$ cat config.mk
export PLATFORM = sky130hd
export DESIGN_NAME = mdu_iter
export DESIGN_NICKNAME = d
export VERILOG_FILES = /design/src/rtl/mdu_iter.sv
export SDC_FILE = /design/constraint.sdc
export NUM_CORES = 1
export LEC_CHECK = 0
export CORE_MARGIN = 1
export CORE_UTILIZATION = 30
export CTS_BUF_LIST = sky130_fd_sc_hd__clkbuf_2 sky130_fd_sc_hd__clkbuf_4 sky130_fd_sc_hd__clkbuf_8
export CTS_CLUSTER_SIZE = 8
export DETAILED_ROUTE_END_ITERATION = 8
export GPL_TIMING_DRIVEN = 0
export MAX_ROUTING_LAYER = met4
export SLEW_MARGIN = 5
export SYNTH_ARGS = -nofsm -noshare
export SYNTH_HDL_FRONTEND = slang
export SYNTH_SLANG_ARGS = --single-unit
export TNS_END_PERCENT = 100
$ cat constraint.sdc
create_clock -name clk -period 12.4 [get_ports clk]
set_clock_uncertainty 0.05 [all_clocks]
set_input_delay 2.48 -clock clk [delete_from_list [all_inputs] [get_ports clk]]
set_output_delay 2.48 -clock clk [all_outputs]
set_load 0.02 [all_outputs]
$ cat src/rtl/mdu_iter.sv
// mdu_iter: iterative RV32M multiply/divide, one bit per cycle (shift-add / restoring divide).
// Optional MDU_FAST_SPECIAL_EN: special-case operands skip the iteration and complete in one cycle.
module mdu_iter #(
    parameter int WIDTH = 32
) (
    input  logic             clk,
    input  logic             rst,
    input  logic             start_i,
    input  logic [2:0]       op_i,
    input  logic [WIDTH-1:0] src1_i,
    input  logic [WIDTH-1:0] src2_i,
    input  logic             flush_i,
    output logic             busy_o,
    output logic             res_valid_o,
    output logic [WIDTH-1:0] result_o
);
    localparam int CW = $clog2(WIDTH) + 1;
`ifdef MDU_FAST_SPECIAL_EN
    localparam bit FAST = 1'b1;
`else
    localparam bit FAST = 1'b0;
`endif
    localparam logic [WIDTH-1:0] MIN_INT = {1'b1, {(WIDTH-1){1'b0}}};

    typedef enum logic [1:0] {IDLE, CALC, DONE} state_t;
    state_t state, state_nx;

    logic [2:0]       op;
    logic [WIDTH-1:0] mag_a, mag_b, hi, lo, hi_nx, lo_nx, ld_val;
    logic [WIDTH:0]   sum, sh;
    logic [CW-1:0]    cnt;
    logic             neg_a, neg_b, dz, ovf, mz, ge, last, ld, fast_go;
    logic             in_sa, in_sb, in_dz, in_ovf, in_mz;
    logic [WIDTH-1:0] in_ma, in_mb;

    // Sign handling: signed dividend/rs1 for all but MULHU/DIVU/REMU; rs2 additionally unsigned for MULHSU.
    assign in_sa  = src1_i[WIDTH-1] & (op_i[2] ? ~op_i[0] : (op_i[1:0] != 2'b11));
    assign in_sb  = src2_i[WIDTH-1] & (op_i[2] ? ~op_i[0] : ~op_i[1]);
    assign in_ma  = in_sa ? -src1_i : src1_i;
    assign in_mb  = in_sb ? -src2_i : src2_i;
    assign in_dz  = op_i[2] & (src2_i == '0);
    assign in_ovf = op_i[2] & ~op_i[0] & (src1_i == MIN_INT) & (&src2_i);
    assign in_mz  = ~op_i[2] & ((src1_i == '0) | (src2_i == '0));
    assign fast_go = FAST & (in_dz | in_ovf | in_mz);

    // Final sign correction and RISC-V special-case results; h/l hold product halves or remainder/quotient.
    function automatic logic [WIDTH-1:0] fin(input logic [2:0] o, input logic na, input logic nb,
                                             input logic [WIDTH-1:0] ma, input logic z, input logic v,
                                             input logic m, input logic [WIDTH-1:0] h,
                                             input logic [WIDTH-1:0] l);
        logic [2*WIDTH-1:0] p;
        logic [WIDTH-1:0]   q, r;
        p = (na ^ nb) ? -{h, l} : {h, l};
        q = (na ^ nb) ? -l : l;
        r = na ? -h : h;
        if (z) return o[1] ? (na ? -ma : ma) : '1;
        if (v) return o[1] ? '0 : MIN_INT;
        if (m) return '0;
        return o[2] ? (o[1] ? r : q) : ((o[1:0] == 2'b00) ? p[WIDTH-1:0] : p[2*WIDTH-1:WIDTH]);
    endfunction

    assign sum   = {1'b0, hi} + {1'b0, lo[0] ? mag_a : '0};
    assign sh    = {hi, lo[WIDTH-1]};
    assign ge    = sh >= {1'b0, mag_b};
    assign hi_nx = op[2] ? (ge ? WIDTH'(sh - {1'b0, mag_b}) : sh[WIDTH-1:0]) : sum[WIDTH:1];
    assign lo_nx = op[2] ? {lo[WIDTH-2:0], ge} : {sum[0], lo[WIDTH-1:1]};
    assign last  = cnt == CW'(WIDTH - 1);

    assign busy_o      = state != IDLE;
    assign res_valid_o = state == DONE;

    always_comb begin
        state_nx = state;
        ld       = 1'b0;
        ld_val   = '0;
        case (state)
            IDLE: if (start_i && !flush_i) begin
                state_nx = fast_go ? DONE : CALC;
                ld       = fast_go;
                ld_val   = fin(op_i, in_sa, in_sb, in_ma, in_dz, in_ovf, in_mz, '0, '0);
            end
            CALC: begin
                state_nx = flush_i ? IDLE : (last ? DONE : CALC);
                ld       = !flush_i && last;
                ld_val   = fin(op, neg_a, neg_b, mag_a, dz, ovf, mz, hi_nx, lo_nx);
            end
            default: state_nx = IDLE;
        endcase
    end

    always_ff @(posedge clk or posedge rst) begin
        if (rst) state <= IDLE;
        else     state <= state_nx;
    end

    always_ff @(posedge clk or posedge rst) begin
        if (rst) begin
            op       <= '0;
            mag_a    <= '0;
            mag_b    <= '0;
            neg_a    <= 1'b0;
            neg_b    <= 1'b0;
            dz       <= 1'b0;
            ovf      <= 1'b0;
            mz       <= 1'b0;
            hi       <= '0;
            lo       <= '0;
            cnt      <= '0;
            result_o <= '0;
        end else begin
            if (state == IDLE && start_i && !flush_i) begin
                op    <= op_i;
                mag_a <= in_ma;
                mag_b <= in_mb;
                neg_a <= in_sa;
                neg_b <= in_sb;
                dz    <= in_dz;
                ovf   <= in_ovf;
                mz    <= in_mz;
                hi    <= '0;
                lo    <= op_i[2] ? in_ma : in_mb;
                cnt   <= '0;
            end else if (state == CALC) begin
                hi  <= hi_nx;
                lo  <= lo_nx;
                cnt <= cnt + 1'b1;
            end
            if (ld) result_o <= ld_val;
        end
    end
endmodule

==> reports/qor.csv <==
metric,value,unit
Top Usage Layer GRT,met2,
initial core utilization,0.303,
outcome,"complete, no violations",
LEAKAGE,8.08,nW
Yosys reg bits,176,
n_diodes,0,
synthesized area,17800,µm²
Iter 0 DRT Violations,2406,
CTS Hold Bufs,0,
number of flops mapped to enable cells by yosys,0,
Finished Layout Cells,3288,
Max Slew Vio Count,0,
CP startpoint kind,flip-flop,
share of cells above drive strength 1,0.0481,
grt ovf,0,
vias,19900,
fin util,0.344,
routed vias/inst,6.06,
Avg WL per Cell,26.4,µm
"Worst Path Class, Setup",reg -> reg,
# nets final,2646,
asr flop ratio synth,1.00,
postcts setup bufs,0,
cell with the most instances after synthesis,nand2_1,
Crit path max-delay family,buffers and inverters,
final worst path period share,0.630,
syn avg cell area,7.50,µm²
min Tclk post-route,7.81,ns
die footprint,60500,µm²
Final Worst Setup Slack,4.59,ns
number of port buffers,104,
Synth Warn #,0,
Clk Tree Root Cell,clkbuf_8,
Syn Inst Count,2378,
met1 Track Usage GR,0.381,
clock tree sinks,176,
First-pass DRT Iterations,7,
Die H,246,µm
worst path bufs/invs,9,
die width,246,µm
initial antenna violation count,0,
Post-synth top cells,"nand2_1 (322), o21ai_0 (262), dfrtp_1 (176)",
Worst Hold Class,reg -> reg,
critical path arrival,8.20,ns
GPL Wtd Cong,1.06,
core footprint,58900,µm²
PD cells,251,nW/µm²
total CTS buffers,17,
Final ANT Viol Nets,0,
GRT Resource Usage Total,0.294,
syn_nets,2522,
Core Rows,89,
Critical Path RT,12.79,ns
CTS clock-pin slew for the worst setup and hold paths,0.10,ns
CP most frequent cell,buf_2,
placed cells,3256,
sequential area share after synthesis,0.247,
Critical Path Slowest Stage Cell,buf_1,
Max Cap Viol,0,
Relative slew margins,0.212,
largest stage delay on the critical path,0.77,ns
largest net degree at the start of global routing,92,
"Clk Latency, worst-skew pair",0.59,ns
CTS tree,built,
H-tree depth,4,
Setup crit end kind,flip-flop,
peak supply drop,105,µV
Hold WS,0.427,ns
Syn-to-layout area delta,13.6,%
Crit Path Max Fanout,10,
first-pass GRT wire length,126000,µm
crit path cell chain,clkbuf_1 -> buf_2 -> buf_2 -> buf_2 -> buf_1 -> buf_2 -> buf_1 -> clkbuf_1 -> buf_1 -> o21ai_0 -> ha_1 -> nand3_1 -> nor3_1 -> and3_1 -> a21oi_1 -> xor2_1 -> nor2_1 -> a211oi_1 -> a211oi_1 -> o221ai_1 -> o21ai_0,
fmax,128,MHz
GR Layer Usage met3,0.0625,
setup TNS,0,ns
Synth area leaders,"dfrtp_1 (25%), o21ai_0 (7.3%), nand2_1 (6.8%), xor2_1 (5.3%), xnor2_1 (5.1%)",
cell accounting for the most synthesized area,dfrtp_1,
pre-CTS WS,5.02,ns
post-synth top area share,0.247,
Clock Path Buffers,2,
Fin. Hold Viols,0,
post-detailed-route DRC marker count,0,
RSZ-0062 raised after global routing,no,
Final setup viols,0,
vias in the first global route,18500,
Least-Margin Pin Slew,1.18,ns
dpl hpwl,69600,µm
I/O pin count,105,
met2 usage,0.427,
ys flop type,dfrtp_1,
Post-Route WL,86800,µm
Resized Gates After CTS,0,
fin area,20300,µm²
Yosys cell types,93,
Fillers,6384,
placed cell area,19900,µm²
power after layout,5.09,mW
[worst register-to-register path, stage by stage, from the launching register on]
cell and delay (ns):
dfrtp_1 0.38, clkbuf_1 0.31, buf_2 0.37, buf_2 0.44, buf_2 0.36, buf_1 0.55
buf_2 0.46, buf_1 0.77, clkbuf_1 0.78, buf_1 0.66, o21ai_0 0.29, ha_1 0.34
nand3_1 0.21, nor3_1 0.18, and3_1 0.31, a21oi_1 0.22, xor2_1 0.22, nor2_1 0.06
a211oi_1 0.27, a211oi_1 0.10, o221ai_1 0.24, o21ai_0 0.10
[registers in the layout, summed over array words and instances (netlist names), 2 cells and up]
register and flops:
lo 32, hi 32, cnt 6, op 3, result_o 32, mag_b 32, state 2, mag_a 32
[layer usage]
layer  vias up  share of wire
li1       8954              -
met1      9591           0.42
met2      1126           0.43
met3       239          0.098
met4         0          0.055
met5         -              0
[power breakdown]
group / total, mW / internal, mW / switching (mW)
sequential: 0.979 / 0.711 / 0.268
clock: 0.420 / 0.169 / 0.251
combinational: 3.70 / 1.22 / 2.48
[final timing paths]
check	from	end	slack, ns	depth (start not counted)
min in group asynchronous	rst	mag_b[13]	2.34	2
max in group asynchronous	rst	result_o[17]	8.98	3
max reg2reg	op[2]	result_o[2]	4.59	21
max	op[2]	result_o[2]	4.59	21
min	result_o[11]	result_o[11]	0.43	2
min reg2reg	result_o[11]	result_o[11]	0.43	2
[final cells by class]
| type | instances | area, µm² | share of cell area |
|---|---|---|---|
| Inverter | 69 | 267 | 0.0132 |
| Multi-Input combinational cell | 1992 | 12600 | 0.622 |
| Sequential cell | 176 | 4400 | 0.217 |
| Timing Repair Buffer | 105 | 1070 | 0.0527 |
| Tap cell | 773 | 967 | 0.0477 |
| Clock buffer | 20 | 263 | 0.0130 |
| Buffer | 141 | 584 | 0.0288 |
| Clock inverter | 12 | 109 | 0.00537 |
[kinds of logic after synthesis]
group,after synthesis,synth area share
DFF,176,0.247
xor gates and xnor gates,211,0.104
and+or+nand+nor,847,0.228
muxes,64,0.0365
AOI/OAI and AO/OA,797,0.286
buffers and inverters,210,0.0473
adders and majority gates,73,0.0520
[cells in the final DEF, fill, tap and decap left out, types with 12 or more instances in the layout]
master / synthesis / layout
nand2b_1: 25 / 25
xnor2_1: 103 / 103
ha_1: 71 / 71
nand3_1: 83 / 83
a21o_1: 38 / 38
buf_2: 17 / 17
a221oi_1: 17 / 17
or2_2: 12 / 12
a211oi_1: 36 / 36
dfrtp_1: 176 / 176
nand4_1: 25 / 25
mux2i_1: 55 / 55
nor2b_1: 15 / 15
or3_1: 25 / 25
a31oi_1: 42 / 42
or4_1: 15 / 15
clkbuf_1: 99 / 99
a21oi_1: 173 / 173
inv_1: 68 / 67
xor2_1: 108 / 108
a22oi_1: 16 / 16
nor2_1: 153 / 153
and3_1: 19 / 19
nor4_1: 20 / 20
o211ai_1: 27 / 27
nor3_1: 46 / 46
o41ai_1: 19 / 19
nand2_1: 322 / 322
clkbuf_8: 0 / 18
o31ai_1: 29 / 29
and2_1: 52 / 52
buf_1: 18 / 18
clkdlybuf4s50_1: 0 / 104
o21a_1: 17 / 17
a31o_2: 14 / 14
o21ai_0: 262 / 262
Power figures use the tool's default switching activity.
